$ cat config.mk
export PLATFORM = sky130hd
export DESIGN_NAME = etapa_busqueda_flat
export DESIGN_NICKNAME = d
export VERILOG_FILES = /design/src/rtl/etapa_busqueda_pkg.sv /design/src/rtl/etapa_busqueda_if.sv /design/src/rtl/etapa_busqueda_contador_programa.sv /design/src/rtl/etapa_busqueda.sv /design/src/flat_wrapper.sv
export SDC_FILE = /design/constraint.sdc
export NUM_CORES = 1
export LEC_CHECK = 0
export CORE_UTILIZATION = 49
export DETAILED_ROUTE_END_ITERATION = 8
export GPL_TIMING_DRIVEN = 0
export PLACE_DENSITY = 0.86
export SLEW_MARGIN = 10
export SYNTH_ARGS = -nofsm -noshare
export SYNTH_HDL_FRONTEND = slang
export SYNTH_SLANG_ARGS = --single-unit
$ cat constraint.sdc
create_clock -name clk -period 4.1 [get_ports clk]
set_input_delay 1.23 -clock clk [delete_from_list [all_inputs] [get_ports clk]]
set_output_delay 1.23 -clock clk [all_outputs]
set_load 0.01 [all_outputs]
$ cat src/rtl/etapa_busqueda_pkg.sv
// Shared fetch-stage definitions: instruction width, PC increment, reset PC and bubble encoding.
// Decode and hazard logic import the same constants so that all stages agree on them.
package etapa_busqueda_pkg;

    localparam int          INSTR_W      = 32;
    localparam logic [31:0] PC_INC       = 32'd4;
    localparam logic [31:0] PC_RESET_DEF = 32'h0000_0000;
    // sll $0,$0,0
    localparam logic [31:0] NOP_DEF      = 32'h0000_0000;

    // Word-aligned PC successor; wraps modulo 2^32.
    function automatic logic [31:0] pc_siguiente(input logic [31:0] pc);
        return pc + PC_INC;
    endfunction

    // Forces a byte address onto a word boundary.
    function automatic logic [31:0] alinear(input logic [31:0] dir);
        return dir & 32'hFFFF_FFFC;
    endfunction

endpackage

$ cat src/rtl/etapa_busqueda_if.sv
// Fetch-stage bundle: instruction memory port, decode-stage control and the IF/ID register outputs.
interface etapa_busqueda_if;
    import etapa_busqueda_pkg::*;

    logic [31:0]        dir;
    logic [INSTR_W-1:0] instr_mem;
    logic               stall;
    logic               flush;
    logic               salto_valido;
    logic [31:0]        destino_salto;
    logic [INSTR_W-1:0] if_id_instr;
    logic [31:0]        if_id_pc;
    logic [31:0]        if_id_pc4;
    logic               if_id_valido;

    modport master (
        output dir, if_id_instr, if_id_pc, if_id_pc4, if_id_valido,
        input  instr_mem, stall, flush, salto_valido, destino_salto
    );

    modport slave (
        input  dir, if_id_instr, if_id_pc, if_id_pc4, if_id_valido,
        output instr_mem, stall, flush, salto_valido, destino_salto
    );
endinterface

$ cat src/rtl/etapa_busqueda_contador_programa.sv
// Program counter: PC register, +4 adder and next-PC selection (redirect > stall > increment).
module contador_programa
    import etapa_busqueda_pkg::*;
#(
    parameter logic [31:0] RESET_PC = PC_RESET_DEF
) (
    input  logic        clk,
    input  logic        reset,
    input  logic        salto_valido,
    input  logic [31:0] destino_salto,
    input  logic        stall,
    output logic [31:0] pc,
    output logic [31:0] pc4
);

    logic [31:0] pc_r;
    logic [31:0] pc_sig_s;
    logic [31:0] pc4_s;

    assign pc4_s = pc_siguiente(pc_r);

    // Next-PC selection; flush does not affect the PC.
    always_comb begin
        pc_sig_s = pc4_s;
        if (salto_valido) begin
            pc_sig_s = alinear(destino_salto);
        end else if (stall) begin
            pc_sig_s = pc_r;
        end else begin
            pc_sig_s = pc4_s;
        end
    end

    // PC register with synchronous reset.
    always_ff @(posedge clk) begin
        if (reset) begin
            pc_r <= alinear(RESET_PC);
        end else begin
            pc_r <= pc_sig_s;
        end
    end

    assign pc  = pc_r;
    assign pc4 = pc4_s;

endmodule

$ cat src/rtl/etapa_busqueda.sv
// MIPS instruction-fetch stage: PC, instruction memory address and IF/ID pipeline register.
// Optional FETCH_ALIGN_CHECK_EN adds a sticky misaligned-redirect flag (error_alineacion).
module etapa_busqueda
    import etapa_busqueda_pkg::*;
#(
    parameter logic [31:0] RESET_PC  = PC_RESET_DEF,
    parameter logic [31:0] NOP_INSTR = NOP_DEF
) (
    input  logic               clk,
    input  logic               reset,
    etapa_busqueda_if.master   bus
`ifdef FETCH_ALIGN_CHECK_EN
    ,
    output logic               error_alineacion
`endif
);

    logic [31:0]        pc_s;
    logic [31:0]        pc4_s;
    logic [INSTR_W-1:0] instr_r;
    logic [31:0]        ifid_pc_r;
    logic [31:0]        ifid_pc4_r;
    logic               valido_r;
    logic [INSTR_W-1:0] instr_sig_s;
    logic [31:0]        ifid_pc_sig_s;
    logic [31:0]        ifid_pc4_sig_s;
    logic               valido_sig_s;

    contador_programa #(.RESET_PC(RESET_PC)) u_pc (
        .clk           (clk),
        .reset         (reset),
        .salto_valido  (bus.salto_valido),
        .destino_salto (bus.destino_salto),
        .stall         (bus.stall),
        .pc            (pc_s),
        .pc4           (pc4_s)
    );

    // IF/ID next value: the IF instruction is wrong-path on redirect, so it becomes a bubble.
    always_comb begin
        instr_sig_s    = bus.instr_mem;
        ifid_pc_sig_s  = pc_s;
        ifid_pc4_sig_s = pc4_s;
        valido_sig_s   = 1'b1;
        if (bus.salto_valido || (!bus.stall && bus.flush)) begin
            instr_sig_s    = NOP_INSTR;
            ifid_pc_sig_s  = 32'h0000_0000;
            ifid_pc4_sig_s = 32'h0000_0000;
            valido_sig_s   = 1'b0;
        end else if (bus.stall) begin
            instr_sig_s    = instr_r;
            ifid_pc_sig_s  = ifid_pc_r;
            ifid_pc4_sig_s = ifid_pc4_r;
            valido_sig_s   = valido_r;
        end else begin
            instr_sig_s    = bus.instr_mem;
            ifid_pc_sig_s  = pc_s;
            ifid_pc4_sig_s = pc4_s;
            valido_sig_s   = 1'b1;
        end
    end

    // IF/ID pipeline register.
    always_ff @(posedge clk) begin
        if (reset) begin
            instr_r    <= NOP_INSTR;
            ifid_pc_r  <= 32'h0000_0000;
            ifid_pc4_r <= 32'h0000_0000;
            valido_r   <= 1'b0;
        end else begin
            instr_r    <= instr_sig_s;
            ifid_pc_r  <= ifid_pc_sig_s;
            ifid_pc4_r <= ifid_pc4_sig_s;
            valido_r   <= valido_sig_s;
        end
    end

`ifdef FETCH_ALIGN_CHECK_EN
    logic error_r;

    // Sticky flag for redirects whose target is not word aligned.
    always_ff @(posedge clk) begin
        if (reset) begin
            error_r <= 1'b0;
        end else if (bus.salto_valido && (bus.destino_salto[1:0] != 2'b00)) begin
            error_r <= 1'b1;
        end else begin
            error_r <= error_r;
        end
    end

    assign error_alineacion = error_r;
`endif

    assign bus.dir          = pc_s;
    assign bus.if_id_instr  = instr_r;
    assign bus.if_id_pc     = ifid_pc_r;
    assign bus.if_id_pc4    = ifid_pc4_r;
    assign bus.if_id_valido = valido_r;

endmodule
$ cat src/flat_wrapper.sv
// flat-port wrapper written by rule: the top's interface ports become plain ports
module etapa_busqueda_flat import etapa_busqueda_pkg::*;
#(
    parameter logic [31:0] RESET_PC  = PC_RESET_DEF,
    parameter logic [31:0] NOP_INSTR = NOP_DEF
)
  (clk, reset, bus_dir, bus_if_id_instr, bus_if_id_pc, bus_if_id_pc4, bus_if_id_valido, bus_instr_mem, bus_stall, bus_flush, bus_salto_valido, bus_destino_salto);
  etapa_busqueda_if bus_i ();
  input  logic clk;
  input  logic reset;
  output wire logic [$bits(bus_i.dir)-1:0] bus_dir;
  output wire logic [$bits(bus_i.if_id_instr)-1:0] bus_if_id_instr;
  output wire logic [$bits(bus_i.if_id_pc)-1:0] bus_if_id_pc;
  output wire logic [$bits(bus_i.if_id_pc4)-1:0] bus_if_id_pc4;
  output wire logic [$bits(bus_i.if_id_valido)-1:0] bus_if_id_valido;
  input wire logic [$bits(bus_i.instr_mem)-1:0] bus_instr_mem;
  input wire logic [$bits(bus_i.stall)-1:0] bus_stall;
  input wire logic [$bits(bus_i.flush)-1:0] bus_flush;
  input wire logic [$bits(bus_i.salto_valido)-1:0] bus_salto_valido;
  input wire logic [$bits(bus_i.destino_salto)-1:0] bus_destino_salto;
  assign bus_dir = bus_i.dir;
  assign bus_if_id_instr = bus_i.if_id_instr;
  assign bus_if_id_pc = bus_i.if_id_pc;
  assign bus_if_id_pc4 = bus_i.if_id_pc4;
  assign bus_if_id_valido = bus_i.if_id_valido;
  assign bus_i.instr_mem = bus_instr_mem;
  assign bus_i.stall = bus_stall;
  assign bus_i.flush = bus_flush;
  assign bus_i.salto_valido = bus_salto_valido;
  assign bus_i.destino_salto = bus_destino_salto;
  etapa_busqueda #(.RESET_PC(RESET_PC), .NOP_INSTR(NOP_INSTR)) u_core (.clk(clk), .reset(reset), .bus(bus_i));
endmodule
==> impl_metrics.py, run 1 <==
metrics = {
    "global_routing": {
        "grt_start_max_net_pins": 17,
        "grt_pass1_wl_um": 26780,
        "grt-ovfl-total": 0,
        "gr-usage-all-layers_pct": 29.72,
        "antenna_found_initial": 0,
        "grt_pass1_vias": 5465,
    },
    "sta": {
        "fmax_mhz": 304.3,
        "rsz0062_at_grt": "no",
        "tightest_slew_ns": 0.8211,
        "period_share_pct": 80.16,
        "finalCriticalPeriod_ns": 3.287,
        "slew_headroom_pct": 44.84,
        "slew_viol_final": 0,
        "setup_viol": 0,
        "hold_violations": 0,
        "skew_ns": 0.006781,
        "finalSetupTns_ns": 0,
    },
    "final_layout": {
        "drive_gt1_share_pct": 7.995,
        "diodes": 0,
        "fillers": 817,
        "finalInstanceArea_sq_um": 8358,
        "syn_to_final_growth_pct": 48.08,
        "num-nets-final": 923,
    },
    "synthesis": {
        "synth-seq-cells": 123,
        "ys_types": 38,
        "yosysSeqAreaShare_pct": 43.63,
        "ys_warn_count": 0,
        "synth_area_leaders": "dfxtp_1, mux2i_1, nor2_1",
        "synth.top_cell.area_share_pct": 43.63,
        "syn_area_sq_um": 5644,
        "syn_inst": 640,
        "synth_top_flop_cell": "dfxtp_1",
        "ys_async_sr_fraction_pct": 0,
        "synth_top_cells_by_count": "dfxtp_1, nor2_1, mux2i_1, a21oi_1, xnor2_1",
        "synth_edf_count": 0,
        "synth_top_cell_by_area": "dfxtp_1",
        "synth_area_per_cell_sq_um": 8.819,
        "synth_most_common_cell": "dfxtp_1",
    },
    "die": {
        "io_pins": 198,
        "die_area_sq_um": 11950,
        "core_sq_um": 11030,
        "die_x_um": 109.3,
        "start_util_pct": 51.17,
        "num_rows": 38,
        "die_y_um": 109.3,
    },
    "power_and_ir_drop": {
        "clkPwrFrac_pct": 48.9,
        "comb_power_share_pct": 12.6,
        "p_total_w": 0.003298,
        "p_per_area_nw_per_um2": 394.5,
        "p_int_w": 0.002549,
        "ir_drop_mv": 0.3140,
        "power_leakage_nw": 3.347,
        "pwr-share-seq_pct": 38.5,
        "p_switching_w": 0.0007489,
        "switching_share_pct": 22.71,
    },
    "clock_tree": {
        "clk_path_buf_depth": 2,
        "clk_pin_slew_ns": 0.05,
        "cts_resized": 0,
        "cts_made_buffers": 17,
        "ctsHoldBuffers": 0,
        "tritoncts": "built",
        "root_buffer": "clkbuf_16",
        "cts_sinks": 123,
        "cts-htree-levels": 4,
        "cts_setup_buffers": 0,
        "clock_latency_ns": 0.41,
    },
    "min_path": {
        "hp-class": "reg -> reg",
        "holdPathStages": 2,
        "hold_start": "u_core.bus.if_id_valido",
        "hold_end": "u_core.bus.if_id_valido",
    },
    "worst_setup_path": {
        "cp_num_buf_inv": 4,
        "cp.arrival_ns": 3.57,
        "cpPeakStageDelay_ns": 0.69,
        "cp_top_family": "buffers and inverters",
        "crit_chain": "clkdlybuf4s50_1 -> clkbuf_1 -> buf_2 -> buf_1 -> mux2i_1 -> nor2_1",
        "cp-end-kind": "register",
        "crit_required_ns": 4.39,
        "critPathKind": "in -> reg",
        "worst-path-max-fanout": 10,
        "cp-start-kind": "primary input",
        "r2r-start": "u_core.u_pc.pc[3]",
        "rrSetupSlack_ns": 1.39,
        "crit_cells": 6,
        "crit_slowest_cell": "clkdlybuf4s50_1",
        "ff2ff_path_depth": 7,
        "timing.rr.end": "u_core.u_pc.pc[26]",
    },
    "drt": {
        "wl_per_cell_um": 17.18,
        "drt_iter0_drc": 276,
        "routed_via_density": 5.374,
        "drc": 0,
        "ant_nets": 0,
        "drt-total-wl_um": 17230,
        "dr.pass1.iters": 5,
        "via_count": 5390,
    },
    "flow_run": {
        "cap_violations": 0,
    },
    "outcome": {
        "status": "finished clean",
    },
    "placement": {
        "place_area_sq_um": 7730,
        "place_hpwl_um": 12900,
        "globalplace.congestion": 0.9451,
        "portBuffers": 189,
    },
}
[power groups by stage]
stage / clock network [W] / logic [W] / registers, W
after floorplan: 0 / 0.000193 / 0.00131
after global placement: 0 / 0.000400 / 0.00129
after detailed placement: 0 / 0.000409 / 0.00129
after CTS: 0.00162 / 0.000412 / 0.00127
after global routing: 0.00168 / 0.000446 / 0.00127
final: 0.00161 / 0.000414 / 0.00127
[layout make-up]
type / count / area (sq um) / share of cell area (%)
Buffer: 62 / 290.3 / 3.473
Clock buffer: 21 / 460.4 / 5.509
Clock inverter: 8 / 167.7 / 2.006
Inverter: 28 / 105.1 / 1.257
Multi-Input combinational cell: 432 / 2805 / 33.56
Sequential cell: 123 / 2462 / 29.46
Tap cell: 140 / 175.2 / 2.096
Timing Repair Buffer: 189 / 1892 / 22.63
[through the flow]
stage	hold slack (ns)	instances	worst slack (ns)	utilization (%)
6_report	0.4533	1003	0.8134	75.77
5_1_grt	0.4827	1003	0.7420	75.77
4_1_cts	0.4552	1003	0.9002	75.77
3_5_place_dp	0.4472	974	0.4764	70.08
3_3_place_gp	0.4419	974	0.5435	70.08
2_1_floorplan	0.4740	645	1.661	-
[state kept, by name, indices dropped and copies added, names as in the netlist]
name,flops
u_core.u_pc.pc,30
u_core.bus.if_id_instr,32
u_core.bus.if_id_pc,30
u_core.bus.if_id_valido,1
u_core.bus.if_id_pc4,30
[logic make-up (layout without fill, tap and decap cells)]
family | Yosys count | count (layout) | share of synthesized area [%]
buf+inv | 90 | 308 | 7.005
flops | 123 | 123 | 43.63
other cells | 1 | 6 | 0.06644
mux | 71 | 71 | 12.68
xor+xnor | 48 | 48 | 7.448
fa+ha+maj | 1 | 1 | 0.2216
compound gates | 87 | 87 | 9.111
simple gates | 219 | 219 | 19.84
[tightest hold or removal path: stages, from the launching register on]
cell and delay, ns:
dfxtp_1 0.30, inv_1 0.05, a21oi_1 0.05
[per-layer routing]
metal | vias to the layer above | wire, um | track usage [%]
met5 | - | 0 | 0
met2 | 228 | 8537 | 50.58
li1 | 2557 | - | -
met1 | 2561 | 6876 | 33.80
met3 | 44 | 1300 | 8.536
met4 | 0 | 517 | 15.43
[placed cells by master (no fill, tap or decap), types with 3 or more instances in the layout]
cell             count
a21o_1               7
a21oi_1             47
buf_1                9
buf_2               20
buf_4                8
bufinv_16            5
clkbuf_1            25
clkbuf_16           17
clkdlybuf4s50_1    189
conb_1               6
dfxtp_1            123
inv_1               28
mux2i_1             70
nand2_1             22
nand3_1             19
nand3b_1             3
nand4_1             16
nand4b_1             3
nor2_1             100
nor2b_1             18
nor3_1              11
nor4_1               9
o21a_1              23
o21ai_0              9
xnor2_1             32
xor2_1              16
[how the worst max path moves through the flow]
stage	from	endpoint	slack (ns)
final	bus_stall	u_core.bus.if_id_instr[27]	0.81
after global routing	bus_stall	u_core.bus.if_id_pc4[2]	0.74
after CTS	bus_stall	u_core.bus.if_id_instr[27]	0.90
after detailed placement	bus_stall	u_core.bus.if_id_instr[27]	0.48
after global placement	bus_stall	u_core.bus.if_id_instr[29]	0.54
after floorplan	bus_stall	u_core.u_pc.pc[21]	1.66
No activity file was read; power rests on OpenSTA's default activity.
==> run 2: changes to the inputs <==
Settings changed: CORE_UTILIZATION 49 to 41, PLACE_DENSITY 0.86 to 0.77.
Clock period 4.1 ns to 2.95 ns, I/O delays scaled along.
==> run 2 against run 1 <==
  * Clock skew is 0.0026 ns higher
  * Final cell count is 3.7% higher
  * Sequential power increased by 39%
  * Utilization decreased by 13 points
  * Wire length down 1.5%
  * Global-route usage decreased by 5.0 points
  * Critical endpoint is now u_core.bus.if_id_pc4[3]
  * Highest routed layer unchanged
==> impl_metrics.py, run 2 (same netlist as run 1, synthesis figures left out) <==
metrics = {
    "outcome": {
        "status": "finished clean",
    },
    "global_routing": {
        "grt-ovfl-total": 0,
        "grt_pass1_wl_um": 26900,
        "grt_start_max_net_pins": 17,
        "antenna_found_initial": 0,
        "gr-usage-all-layers_pct": 24.75,
        "grt_pass1_vias": 5182,
    },
    "flow_run": {
        "cap_violations": 0,
    },
    "worst_setup_path": {
        "crit_top_cell": "buf_1",
        "timing.rr.end": "u_core.u_pc.pc[26]",
        "cp-end-kind": "register",
        "cpPeakStageDelay_ns": 0.63,
        "cp-start-kind": "primary input",
        "critPathKind": "in -> reg",
        "ff2ff_path_depth": 7,
        "crit_path_start": "bus_stall",
        "cp_num_buf_inv": 4,
        "cp_top_family": "buffers and inverters",
        "worst-path-max-fanout": 10,
        "crit_slowest_cell": "clkdlybuf4s50_1",
        "r2r-start": "u_core.u_pc.pc[3]",
        "crit_chain": "clkdlybuf4s50_1 -> clkbuf_1 -> buf_1 -> buf_1 -> nand2_1 -> a21oi_1",
        "cp.arrival_ns": 3.11,
        "rrSetupSlack_ns": 0.33,
        "crit_required_ns": 3.30,
    },
    "power_and_ir_drop": {
        "ir_drop_mv": 0.4418,
        "clkPwrFrac_pct": 47.4,
        "p_per_area_nw_per_um2": 531.3,
        "switching_share_pct": 23.57,
        "pwr-share-seq_pct": 39.6,
        "p_switching_w": 0.001048,
        "power_leakage_nw": 3.331,
        "comb_power_share_pct": 12.9,
        "p_int_w": 0.003399,
    },
    "drt": {
        "routed_via_density": 5.011,
        "drc": 0,
        "wl_per_cell_um": 16.31,
        "dr.pass1.iters": 4,
        "drt_iter0_drc": 240,
        "via_count": 5211,
        "ant_nets": 0,
        "drt-total-wl_um": 16970,
    },
    "min_path": {
        "hold_start": "u_core.bus.if_id_valido",
        "hp-class": "reg -> reg",
        "holdPathStages": 2,
        "hold_end": "u_core.bus.if_id_valido",
    },
    "final_layout": {
        "final_cell_mix": "clkdlybuf4s50_1, dfxtp_1, nor2_1",
        "largest_reg_flops": 32,
        "syn_to_final_growth_pct": 48.28,
        "diodes": 0,
        "drive_gt1_share_pct": 8.102,
        "stdcell_count": 1040,
        "num-nets-final": 923,
        "layout_commonest_cell": "clkdlybuf4s50_1",
        "finalInstanceArea_sq_um": 8369,
    },
    "clock_tree": {
        "cts_made_buffers": 17,
        "clock_latency_ns": 0.42,
        "clk_pin_slew_ns": 0.05,
        "cts_sinks": 123,
        "root_buffer": "clkbuf_16",
        "clk_path_buf_depth": 2,
        "tritoncts": "built",
        "cts-htree-levels": 4,
    },
    "sta": {
        "tightest_slew_ns": 0.8308,
        "skew_ns": 0.009352,
        "finalCriticalPeriod_ns": 2.763,
        "slew_headroom_pct": 44.19,
        "slew_viol_final": 0,
        "hold_violations": 0,
        "period_share_pct": 93.66,
        "fmax_mhz": 361.9,
        "worst_slack_ns": 0.1870,
        "setup_viol": 0,
        "rsz0062_at_grt": "no",
    },
    "placement": {
        "place_area_sq_um": 7775,
        "place_hpwl_um": 12390,
        "portBuffers": 189,
        "dp.cells": 1010,
        "globalplace.congestion": 0.8745,
        "dp_slack_ns": -0.3330,
    },
    "die": {
        "num_rows": 42,
        "die_y_um": 119.3,
        "die_area_sq_um": 14240,
        "die_x_um": 119.3,
        "io_pins": 198,
        "start_util_pct": 42.29,
        "core_sq_um": 13350,
    },
}
==> run 2: changes by cell type in the layout (fill, tap and decap cells not counted), sizes merged <==
cell and change:
bufinv -2, clkinvlp +1, clkbuf +2
==> run 2: metal layers <==
| layer | vias up | part of all wire (%) | global-route usage, % |
|---|---|---|---|
| met1 | 2447 | 42 | 28.81 |
| li1 | 2562 | - | - |
| met3 | 23 | 7.9 | 8.908 |
| met4 | 0 | 1.6 | 8.828 |
| met5 | - | 0 | 0 |
| met2 | 179 | 49 | 41.72 |
==> run 2: layout make-up <==
| type | count | area (sq um) |
|---|---|---|
| clock buffers | 23 | 478.0 |
| clock inverters | 7 | 115.1 |
| inverters | 28 | 105.1 |
| repair buffers | 189 | 1892 |
| fillers | 1186 | 4979 |
| flip-flops and latches | 123 | 2462 |
| well taps | 176 | 220.2 |
| multi-input cells | 432 | 2805 |
| plain buffers | 62 | 291.5 |
==> run 2: per-stage QoR <==
| stage | hold WS [ns] | util [%] | TNS [ns] | total power, W |
|---|---|---|---|---|
| after CTS | 0.4617 | 62.69 | 0 | 0.004477 |
| final | 0.4580 | 62.70 | 0 | 0.004447 |
| after global routing | 0.4973 | 62.70 | 0 | 0.004615 |
| after global placement | 0.4389 | 58.25 | -12.26 | 0.002361 |
| after detailed placement | 0.4534 | 58.25 | -10.82 | 0.002365 |
| after floorplan | 0.4740 | - | 0 | 0.002084 |
==> run 2: power groups by stage <==
stage                     clock network, W  registers, W  logic (W)
after floorplan                          0       0.00182   0.000269
after global placement                   0       0.00180   0.000565
after detailed placement                 0       0.00180   0.000569
after CTS                          0.00214       0.00176   0.000575
after global routing               0.00223       0.00177   0.000620
final                              0.00211       0.00176   0.000574
==> run 2: worst min-delay path: stages (launching register included) <==
cell,delay (ns)
dfxtp_1,0.30
inv_1,0.05
a21oi_1,0.06
==> run 2: repair_timing <==
| action | 4_1_cts | 5_1_grt |
|---|---|---|
| resized for setup | 0 | 2 |
| setup endpoints to repair | 0 | 11 |
| hold buffers | 0 | 0 |
| buffers inserted | 0 | 0 |
==> run 2: worst max path at each step <==
| stage | cells after the start | slack, ns | end |
|---|---|---|---|
| floorplan | 7 | 0.85 | u_core.u_pc.pc[26] |
| global placement | 6 | -0.35 | u_core.bus.if_id_instr[27] |
| detailed placement | 6 | -0.33 | u_core.bus.if_id_instr[27] |
| CTS | 6 | 0.07 | u_core.bus.if_id_instr[27] |
| global route | 6 | 0.0006 | u_core.bus.if_id_pc4[4] |
| finish | 6 | 0.19 | u_core.bus.if_id_pc4[3] |
==> run 3: changes to the inputs <==
Settings changed: SETUP_SLACK_MARGIN from default to 0.2.
==> run 3 against run 2 <==
  * Cell area about the same
  * Fmax increased by 3.0%
  * Via count about the same
  * Total power increased by 0.12%
  * Sequential power about the same
  * Combinational power about the same
  * Die area unchanged
  * Count of clock-buffer cells in the layout unchanged
  * Critical endpoint is now u_core.u_pc.pc[26]
==> impl_metrics.py, run 3 (same netlist as run 1, synthesis figures left out) <==
metrics = {
    "worst_setup_path": {
        "critPathKind": "reg -> reg",
        "crit_required_ns": 3.26,
        "cpPeakStageDelay_ns": 0.72,
        "worst-path-max-fanout": 10,
        "crit_chain": "ha_1 -> nand3_1 -> clkbuf_1 -> nor4_1 -> nand4_1 -> xnor2_1 -> o21a_1",
        "crit_slowest_cell": "nor4_1",
        "cp-end-kind": "register",
        "cp-start-kind": "register",
        "cp.arrival_ns": 3.00,
    },
    "die": {
        "die_y_um": 119.3,
        "die_area_sq_um": 14240,
        "core_sq_um": 13350,
        "start_util_pct": 42.29,
        "num_rows": 42,
        "die_x_um": 119.3,
        "io_pins": 198,
    },
    "sta": {
        "tightest_slew_ns": 0.8394,
        "setup_viol": 0,
        "finalCriticalPeriod_ns": 2.682,
        "rsz0062_at_grt": "no",
        "slew_headroom_pct": 43.61,
        "skew_ns": 0.009475,
        "worst_slack_ns": 0.2681,
        "fmax_mhz": 372.9,
        "period_share_pct": 90.91,
        "hold_violations": 0,
        "slew_viol_final": 0,
        "holdWs_ns": 0.4580,
    },
    "drt": {
        "drt_iter0_drc": 242,
        "wl_per_cell_um": 16.37,
        "routed_via_density": 5.012,
        "drc": 0,
        "dr.pass1.iters": 4,
        "via_count": 5212,
        "ant_nets": 0,
        "drt-total-wl_um": 17030,
    },
    "global_routing": {
        "antenna_found_initial": 0,
        "grtUsageMet1_pct": 28.81,
        "gr-usage-met3_pct": 8.908,
        "grt_pass1_wl_um": 26900,
        "use_met2_pct": 41.72,
        "grt-ovfl-total": 0,
        "grt_start_max_net_pins": 17,
        "gr-usage-all-layers_pct": 24.75,
        "grt_busiest_layer": "met2",
        "grt_pass1_vias": 5182,
    },
    "power_and_ir_drop": {
        "power_leakage_nw": 3.342,
        "pwr-share-seq_pct": 39.6,
        "p_switching_w": 0.001053,
        "clkPwrFrac_pct": 47.5,
        "switching_share_pct": 23.66,
        "ir_drop_mv": 0.4400,
        "p_int_w": 0.003399,
        "comb_power_share_pct": 12.9,
        "p_per_area_nw_per_um2": 531.7,
    },
    "clock_tree": {
        "root_buffer": "clkbuf_16",
        "clk_path_buf_depth": 2,
        "cts_made_buffers": 17,
        "cts-htree-levels": 4,
        "clk_pin_slew_ns": 0.05,
        "clock_latency_ns": 0.42,
        "cts_setup_buffers": 0,
        "cts_sinks": 123,
        "tritoncts": "built",
        "ctsHoldBuffers": 0,
    },
    "outcome": {
        "status": "finished clean",
    },
    "final_layout": {
        "layout_commonest_cell": "clkdlybuf4s50_1",
        "diodes": 0,
        "final_cell_mix": "clkdlybuf4s50_1, dfxtp_1, nor2_1",
        "largest_reg_flops": 32,
        "fillers": 1189,
        "num-nets-final": 923,
        "drive_gt1_share_pct": 8.565,
        "syn_to_final_growth_pct": 48.37,
        "multi_input_comb_area_sq_um": 2805,
        "seqCellArea_sq_um": 2462,
    },
    "placement": {
        "portBuffers": 189,
        "dp_slack_ns": -0.3330,
        "place_hpwl_um": 12390,
        "globalplace.congestion": 0.8745,
    },
    "min_path": {
        "hp-class": "reg -> reg",
    },
    "flow_run": {
        "cap_violations": 0,
    },
}
==> run 3: changes by cell type in the layout (fill, tap and decap cells not counted) <==
cell	before	now
clkbuf_2	3	6
buf_2	20	21
buf_1	9	8
clkbuf_1	25	22
==> run 3: path summary, 6_finish.rpt <==
kind / from / endpoint / slack [ns] / cells after the start
max: u_core.u_pc.pc[3] / u_core.u_pc.pc[26] / 0.27 / 7
min: u_core.bus.if_id_valido / u_core.bus.if_id_valido / 0.46 / 2
max reg2reg: u_core.u_pc.pc[3] / u_core.u_pc.pc[26] / 0.27 / 7
min reg2reg: u_core.bus.if_id_valido / u_core.bus.if_id_valido / 0.46 / 2
==> run 3: critical path, delay by kind of cell, from the launching register on <==
kind                     cells  cell delay, ns
adder cells (fa/ha/maj)      1            0.32
flip-flops                   1            0.53
AND/OR/NAND/NOR              3            1.12
buffers and inverters        1            0.28
AO/OA/AOI/OAI                1            0.17
XOR/XNOR                     1            0.17
==> run 3: timing repair <==
item                                    4_1_cts  5_1_grt
resized for setup                             1        8
gates cloned                                  0        0
endpoints found under the setup margin       10       91
pin swaps                                     0        1
==> run 3: metal layers <==
| layer | vias up | share of wire [%] |
|---|---|---|
| met2 | 193 | 49 |
| met4 | 0 | 1.7 |
| li1 | 2561 | - |
| met3 | 29 | 8.8 |
| met1 | 2429 | 41 |
| met5 | - | 0 |
==> run 3: layout make-up <==
class	instances	area share, %
Timing Repair Buffer	189	22.59
Buffer	62	3.541
Clock inverter	7	1.375
Clock buffer	23	5.707
Inverter	28	1.255
Sequential cell	123	29.40
Tap cell	176	2.630
Multi-Input combinational cell	432	33.50
==> run 3: stage by stage <==
stage / cell area, sq um / setup TNS, ns / power (W) / utilization [%] / std cells
floorplan: 5663 / 0 / 0.002084 / - / 645
global placement: 7775 / -12.26 / 0.002361 / 58.25 / 1010
detailed placement: 7775 / -10.82 / 0.002365 / 58.25 / 1010
CTS: 8369 / 0 / 0.004477 / 62.70 / 1040
global route: 8374 / 0 / 0.004616 / 62.74 / 1040
finish: 8374 / 0 / 0.004452 / 62.74 / 1040
==> run 3: power by group through the flow <==
stage	Clock (W)	Combinational, W	Sequential (W)
2_1_floorplan	0	0.000269	0.00182
3_3_place_gp	0	0.000565	0.00180
3_5_place_dp	0	0.000569	0.00180
4_1_cts	0.00214	0.000575	0.00176
5_1_grt	0.00223	0.000620	0.00177
6_report	0.00212	0.000574	0.00176
